## src/rtl/mcp_pkg.sv

```systemverilog
// Shared definitions for the multicycle core memory read return path.
package mcp_pkg;

   typedef enum logic [1:0] {
      S_IDLE = 2'd0,
      S_WAIT = 2'd1,
      S_DONE = 2'd2
   } state_t;

   localparam logic DEST_IR  = 1'b0;
   localparam logic DEST_MDR = 1'b1;

endpackage : mcp_pkg

```

## src/rtl/mcp_en_reg.sv

```systemverilog
// Synchronous-reset register with load enable (used for IR and MDR).
module mcp_en_reg #(
   parameter int unsigned WL = 32
) (
   input  logic          clk,
   input  logic          rst,
   input  logic          en,
   input  logic [WL-1:0] d,
   output logic [WL-1:0] q
);

   // Load on enable, clear on reset, otherwise hold.
   always_ff @(posedge clk) begin
      if (rst) begin
         q <= '0;
      end else if (en) begin
         q <= d;
      end
   end

endmodule : mcp_en_reg

```

## src/rtl/mcp_mem_rd_demux.sv

```systemverilog
// Routes the shared memory read stream into IR or MDR with a bounded wait.
module mcp_mem_rd_demux
   import mcp_pkg::*;
#(
   parameter int unsigned WL       = 32,
   parameter int unsigned MAX_WAIT = 15
) (
   input  logic          CLK,
   input  logic          RST,
   input  logic          REQ,
   input  logic          DEST_SEL,
   output logic          MEM_RE,
   input  logic          MEM_RVALID,
   input  logic [WL-1:0] MEM_RDATA,
   output logic [WL-1:0] IR_out,
   output logic [WL-1:0] MDR_out,
   output logic          BUSY,
   output logic          DONE,
   output logic          TIMEOUT,
   input  logic          CLR_ERR
);

   localparam int unsigned CW = $clog2(MAX_WAIT + 1);

   state_t          state;
   state_t          state_nxt;
   logic [CW-1:0]   cnt;
   logic [CW-1:0]   cnt_nxt;
   logic            dest;
   logic            dest_nxt;
   logic            capture;
   logic            timeout_hit;
   logic            mem_re_nxt;
   logic            ir_en;
   logic            mdr_en;

   // State register.
   always_ff @(posedge CLK) begin
      if (RST) begin
         state <= S_IDLE;
      end else begin
         state <= state_nxt;
      end
   end

   // Next-state, counter and capture/timeout decisions.
   always_comb begin
      state_nxt   = state;
      cnt_nxt     = cnt;
      dest_nxt    = dest;
      capture     = 1'b0;
      timeout_hit = 1'b0;
      mem_re_nxt  = 1'b0;
      case (state)
         S_IDLE: begin
            if (REQ) begin
               dest_nxt   = DEST_SEL;
               cnt_nxt    = '0;
               mem_re_nxt = 1'b1;
               state_nxt  = S_WAIT;
            end
         end
         S_WAIT: begin
            if (MEM_RVALID) begin
               capture   = 1'b1;
               state_nxt = S_DONE;
            end else if (cnt == CW'(MAX_WAIT - 1)) begin
               timeout_hit = 1'b1;
               state_nxt   = S_IDLE;
            end else begin
               cnt_nxt = cnt + CW'(1);
            end
         end
         S_DONE: begin
            state_nxt = S_IDLE;
         end
         default: begin
            state_nxt = S_IDLE;
         end
      endcase
   end

   // Registered outputs, destination latch, wait counter and sticky error.
   always_ff @(posedge CLK) begin
      if (RST) begin
         cnt     <= '0;
         dest    <= DEST_IR;
         MEM_RE  <= 1'b0;
         BUSY    <= 1'b0;
         DONE    <= 1'b0;
         TIMEOUT <= 1'b0;
      end else begin
         cnt     <= cnt_nxt;
         dest    <= dest_nxt;
         MEM_RE  <= mem_re_nxt;
         BUSY    <= (state_nxt != S_IDLE);
         DONE    <= capture;
         TIMEOUT <= timeout_hit | (TIMEOUT & ~CLR_ERR);
      end
   end

   assign ir_en  = capture & (dest == DEST_IR);
   assign mdr_en = capture & (dest == DEST_MDR);

   mcp_en_reg #(.WL(WL)) u_ir_reg (
      .clk (CLK),
      .rst (RST),
      .en  (ir_en),
      .d   (MEM_RDATA),
      .q   (IR_out)
   );

   mcp_en_reg #(.WL(WL)) u_mdr_reg (
      .clk (CLK),
      .rst (RST),
      .en  (mdr_en),
      .d   (MEM_RDATA),
      .q   (MDR_out)
   );

endmodule : mcp_mem_rd_demux
```

## config.mk

```make
export PLATFORM = sky130hd
export DESIGN_NAME = mcp_mem_rd_demux
export DESIGN_NICKNAME = d
export VERILOG_FILES = /design/src/rtl/mcp_pkg.sv /design/src/rtl/mcp_en_reg.sv /design/src/rtl/mcp_mem_rd_demux.sv
export SDC_FILE = /design/constraint.sdc
export NUM_CORES = 1
export LEC_CHECK = 0
export CORE_UTILIZATION = 47
export DETAILED_ROUTE_END_ITERATION = 8
export PLACE_DENSITY = 0.87
export SLEW_MARGIN = 20
export SYNTH_ARGS = -nofsm -noshare
export SYNTH_HDL_FRONTEND = slang
export SYNTH_SLANG_ARGS = --single-unit
```

## constraint.sdc

```tcl
create_clock -name CLK -period 3.05 [get_ports CLK]
set_clock_uncertainty 0.15 [all_clocks]
set_input_delay 0.4575 -clock CLK [delete_from_list [all_inputs] [get_ports CLK]]
set_output_delay 0.4575 -clock CLK [all_outputs]
set_load 0.05 [all_outputs]
```

==> flow_metrics.py, run 1 <==
metrics = {
    "worst_setup_path": {
        "start_kind": "input pin",
        "rr_endpoint": "u_ir_reg.q[22]",
        "crit_end": "u_ir_reg.q[22]",
        "cp_max_fo": 32,
        "critPathLaunch": "MEM_RVALID",
        "required_ns": 3.15,
        "cp.arrival_ns": 2.39,
        "critPathCaptureType": "flip-flop",
        "critical_path.cell_chain": "clkdlybuf4s50_1 -> nand3b_4 -> or2_1 -> nand2_1 -> a21oi_1",
        "rr_startpoint": "state[1]",
        "cpMaxStageDelayCell": "or2_1",
        "reg2reg_slack_ns": 0.79,
        "path_class": "in2reg",
        "r2r_cells": 4,
        "slowest_delay_ns": 0.82,
    },
    "outcome": {
        "status": "complete, no violations",
    },
    "cts": {
        "clkSinkCount": 75,
        "cts_tree": "yes",
        "hold_buffers": 0,
        "postCtsSetupBuffers": 0,
        "cts_max_path_buffers": 2,
        "worstSkewPairLatency_ns": 0.34,
        "h-tree-depth": 3,
        "cts.reportedPaths.clkPinSlew_ns": 0.08,
        "cts_buffers": 9,
        "cts_root_buffer": "clkbuf_8",
        "cts_resized": 0,
    },
    "finish": {
        "final_area_um2": 4020,
        "stdcell_count": 516,
        "mostFrequentLayoutCells": "nand2_1, clkdlybuf4s50_1, dfxtp_1, a21oi_1, clkbuf_8",
        "drive_gt1_share_pct": 5.86,
        "nets": 479,
        "num_antenna_cells": 0,
        "final_common_cell": "nand2_1",
        "areaGrowthSynthToFinish_pct": 45.2,
        "fin_util_pct": 72.1,
    },
    "timing": {
        "setup_viol": 0,
        "final_hold_viol_count": 0,
        "finalMaxSlewViolations": 0,
        "tightest_slew_ns": 1.07,
        "slew_headroom_pct": 29.0,
        "tns_ns": 0,
        "rsz0062_at_grt": "no",
        "clock.fmax_mhz": 437,
        "post-route-min-period_ns": 2.29,
        "fin_crit_sh_pct": 75.0,
    },
    "synth": {
        "syn_area_per_cell_um2": 8.14,
        "synth_nets": 380,
        "synth-warning-count": 0,
        "synth_area_um2": 2770,
        "syn-instance-count": 340,
        "yosysSeqAreaShare_pct": 54.3,
        "synth_cell_type_count": 27,
        "ys_ff_latch": 75,
    },
    "detailed_routing": {
        "final_antenna_net_count": 0,
        "firstDrtPassIters": 4,
        "drt_iter0_markers": 137,
        "dr_wl_met3_um": 480,
        "met1_length_mm": 2.87,
        "vias_per_cell": 5.08,
        "totalWireLength_mm": 6.99,
        "drc": 0,
        "highest_layer": "met4",
        "wl_met2_mm": 3.53,
        "wire_per_inst_um": 13.5,
        "vias": 2623,
    },
    "global_route": {
        "grt_pass1_vias": 2335,
        "grt-ovfl-total": 0,
        "track_usage_pct": 23.0,
        "antenna_found_initial": 0,
        "grt_max_degree": 51,
        "grt_pass1_wl_mm": 11.0,
    },
    "floorplanning": {
        "die_h_um": 78.7,
        "start_util_pct": 49.6,
        "dieArea_um2": 6200,
        "rows": 27,
        "die_w_um": 78.7,
        "coreArea_um2": 5570,
        "io_pins": 106,
    },
    "worst_hold_path": {
        "hold_class": "reg2reg",
        "min_path_cells": 2,
    },
    "placed_design": {
        "dp_cells": 500,
        "place.gp.congestion": 0.928,
        "dp_hpwl_mm": 4.86,
        "placed_area_um2": 3790,
        "portBuffers": 105,
    },
    "power_and_ir_drop": {
        "powerDensity_nw_per_um2": 528,
        "cellLeakagePower_nw": 1.39,
        "vdd_drop_max_uv": 442,
    },
    "job": {
        "maxCapViolCount": 0,
    },
}
[through the flow]
step                hold slack (ns)  power [mW]  setup slack (ns)
floorplan                     0.304        1.18              1.60
global placement              0.291        1.28             0.590
detailed placement            0.295        1.29             0.452
CTS                           0.306        2.13             0.774
global route                  0.319        2.20             0.660
finish                        0.302        2.12             0.763
[flip-flops by register name, indices dropped and copies added, names as in the netlist]
register,cells
DONE,1
dest,1
cnt,4
TIMEOUT,1
MEM_RE,1
BUSY,1
u_mdr_reg.q,32
state,2
u_ir_reg.q,32
[per-layer routing]
| layer | vias up | global-route usage (%) |
|---|---|---|
| li1 | 1306 | - |
| met1 | 1217 | 26.5 |
| met2 | 92 | 40.4 |
| met3 | 8 | 5.29 |
| met4 | 0 | 9.81 |
| met5 | - | 0 |
[cell usage after synthesis (all sizes together)]
master,number,area (um2)
a2111oi,1,8.76
a211oi,3,22.5
a21oi,70,350
a31oi,2,12.5
a41oi,1,8.76
and2b,1,7.51
and3,2,12.5
buf,17,139
clkbuf,7,26.3
dfxtp,75,1500
ha,2,25.0
inv,2,7.51
nand2,133,499
nand2b,1,6.26
nand3,2,10.0
nand3b,1,20.0
nor2,9,36.3
nor2b,4,32.5
nor3,2,10.0
o21ai,3,15.0
o32ai,1,8.76
or2,1,6.26
[worst min-delay path by stage]
stage	startpoint	end	slack, ns
global placement	u_ir_reg.q[23]	u_ir_reg.q[23]	0.29
detailed placement	u_ir_reg.q[6]	u_ir_reg.q[6]	0.30
finish	u_mdr_reg.q[27]	u_mdr_reg.q[27]	0.30
CTS	u_ir_reg.q[6]	u_ir_reg.q[6]	0.31
global route	u_ir_reg.q[11]	u_ir_reg.q[11]	0.32
floorplan	cnt[3]	cnt[3]	0.30
[where the power goes]
group          internal (mW)  switching, mW  leakage [nW]  total (mW)
clock network          0.505          0.350         0.113       0.855
registers               1.00         0.0164         0.607        1.02
logic                 0.0993          0.149         0.672       0.249
[worst max-delay path, delay by kind of cell]
kind / cells / cell delay [ns]
and+or+nand+nor: 3 / 1.15
AOI/OAI and AO/OA: 1 / 0.23
buffers and inverters: 1 / 0.54
[kinds of logic after synthesis]
kind of cell	synth area share [%]
and+or+nand+nor	23.2
AOI/OAI and AO/OA	15.4
DFF	54.3
buffers and inverters	6.24
adders and majority gates	0.904
[layout make-up]
type,count,area (um2)
Clock buffer,12,155
Clock inverter,4,72.6
Fill cell,432,1560
Inverter,2,7.51
Multi-Input combinational cell,239,1090
Sequential cell,75,1500
Tap cell,72,90.1
Timing Repair Buffer,112,1100
(Power assumes the default switching activity.)
==> run 2: changes to the inputs <==
Settings changed: CORE_UTILIZATION 47 to 43, PLACE_DENSITY 0.87 to 0.81.
Clock period 3.05 ns to 2.2 ns, I/O delays scaled along.
==> run 2 against run 1 <==
Net effect: cell count rose by 0.78%; core utilization decreased by 6.4 points; critical path depth decreased by 4; largest power group unchanged.
==> flow_metrics.py, run 2 (synthesized netlist as in run 1, its figures left out) <==
metrics = {
    "outcome": {
        "status": "complete, no violations",
    },
    "placed_design": {
        "place.gp.congestion": 0.840,
        "portBuffers": 105,
        "dp_hpwl_mm": 4.76,
        "dp_cells": 505,
    },
    "cts": {
        "cts_tree": "yes",
        "cts_max_path_buffers": 2,
        "cts_resized": 0,
        "hold_buffers": 0,
        "cts.reportedPaths.clkPinSlew_ns": 0.07,
        "worstSkewPairLatency_ns": 0.35,
        "cts_root_buffer": "clkbuf_8",
        "clkSinkCount": 75,
        "postCtsSetupBuffers": 0,
        "h-tree-depth": 3,
        "cts_buffers": 9,
    },
    "floorplanning": {
        "coreArea_um2": 6060,
        "rows": 28,
        "start_util_pct": 45.6,
        "die_w_um": 82.2,
        "dieArea_um2": 6760,
        "die_h_um": 82.2,
        "io_pins": 106,
    },
    "global_route": {
        "antenna_found_initial": 0,
        "grt_pass1_vias": 2373,
        "grt-ovfl-total": 0,
        "track_usage_pct": 21.2,
        "grt_pass1_wl_mm": 10.6,
        "grt_max_degree": 43,
    },
    "detailed_routing": {
        "vias": 2603,
        "drt_iter0_markers": 124,
        "vias_per_cell": 5.01,
        "drc": 0,
        "totalWireLength_mm": 6.90,
        "firstDrtPassIters": 4,
        "wire_per_inst_um": 13.3,
        "final_antenna_net_count": 0,
    },
    "worst_setup_path": {
        "rr_endpoint": "cnt[2]",
        "critPathCaptureType": "primary output",
        "slowest_delay_ns": 0.82,
        "required_ns": 1.72,
        "crit_buf_inv": 1,
        "cp.arrival_ns": 1.52,
        "path_class": "reg2out",
        "rr_startpoint": "cnt[0]",
        "start_kind": "flip-flop",
        "critical_path.cell_chain": "clkdlybuf4s50_1",
        "cp_max_fo": 2,
        "cpMaxStageDelayCell": "clkdlybuf4s50_1",
        "r2r_cells": 6,
        "cp_num_cells": 1,
        "crit_family": "buffers and inverters",
        "reg2reg_slack_ns": 0.45,
    },
    "worst_hold_path": {
        "min_path_cells": 2,
        "holdCritStartpoint": "u_ir_reg.q[27]",
        "whs_endpoint": "u_ir_reg.q[27]",
        "hold_class": "reg2reg",
    },
    "finish": {
        "final_common_cell": "nand2_1",
        "mostFrequentLayoutCells": "nand2_1, clkdlybuf4s50_1, dfxtp_1, a21oi_1, clkbuf_8",
        "n_fill_cell": 501,
        "nets": 481,
        "areaGrowthSynthToFinish_pct": 43.9,
        "stdcell_count": 520,
        "num_antenna_cells": 0,
        "largestRegisters": "u_ir_reg.q (32), u_mdr_reg.q (32), cnt (4)",
        "drive_gt1_share_pct": 5.84,
    },
    "timing": {
        "tightest_slew_ns": 0.641,
        "post-route-min-period_ns": 2.00,
        "clock.fmax_mhz": 499,
        "fin_crit_sh_pct": 91.1,
        "setup_viol": 0,
        "rsz0062_at_grt": "no",
        "slew_headroom_pct": 57.3,
        "finalMaxSlewViolations": 0,
        "final_hold_viol_count": 0,
        "tns_ns": 0,
    },
    "power_and_ir_drop": {
        "combPwrFrac_pct": 13.2,
        "total_power_mw": 2.65,
        "switching_power_mw": 0.690,
        "clkPwrFrac_pct": 33.5,
        "internal-power_mw": 1.96,
        "cellLeakagePower_nw": 1.38,
        "powerDensity_nw_per_um2": 666,
        "switching_share_pct": 26.0,
        "vdd_drop_max_uv": 498,
        "seqPwrFrac_pct": 53.3,
    },
    "job": {
        "maxCapViolCount": 0,
    },
}
==> run 2: cell types whose count changed in the layout (fill, tap and decap cells not counted) <==
cell,delta
buf_12,+1
clkinvlp_4,-1
clkbuf_8,-1
clkinv_2,+2
clkbuf_1,+1
buf_4,+1
bufinv_16,-2
==> run 2: area by class of cell <==
type	instances	area (um2)	share of cell area (%)
clock buffers	12	145	3.65
clock inverters	3	15.0	0.377
well taps	75	93.8	2.36
inverters	2	7.51	0.189
multi-input cells	239	1090	27.4
flip-flops and latches	75	1500	37.7
repair buffers	114	1130	28.3
==> run 2: how the worst max path moves through the flow <==
stage	from	endpoint	slack [ns]
global route	u_ir_reg.q[2]	IR_out[2]	0.14
global placement	MEM_RVALID	u_ir_reg.q[3]	0.27
finish	u_mdr_reg.q[4]	MDR_out[4]	0.20
floorplan	cnt[0]	cnt[1]	0.75
detailed placement	MEM_RVALID	u_ir_reg.q[6]	0.23
CTS	u_ir_reg.q[18]	IR_out[18]	0.18
==> run 2: per-layer routing <==
layer,wire [um],GRT usage [%],vias up
met1,2870,23.0,1196
met4,83,7.54,0
li1,-,-,1309
met5,0,0,-
met3,544,9.01,10
met2,3400,36.6,88
==> run 2: stage by stage <==
stage,setup slack (ns),hold WS (ns),area [um2],util (%)
2_1_floorplan,0.749,0.270,2770,-
3_3_place_gp,0.267,0.290,3820,63.0
3_5_place_dp,0.227,0.296,3820,63.0
4_1_cts,0.181,0.305,3980,65.7
5_1_grt,0.139,0.324,3980,65.7
6_report,0.195,0.304,3980,65.7
==> run 2: power groups by stage <==
stage | registers [mW] | logic (mW) | clock network, mW
after detailed placement | 1.44 | 0.349 | 0
after global routing | 1.42 | 0.372 | 0.979
final | 1.41 | 0.349 | 0.889
after floorplan | 1.54 | 0.105 | 0
after CTS | 1.41 | 0.351 | 0.916
after global placement | 1.44 | 0.345 | 0
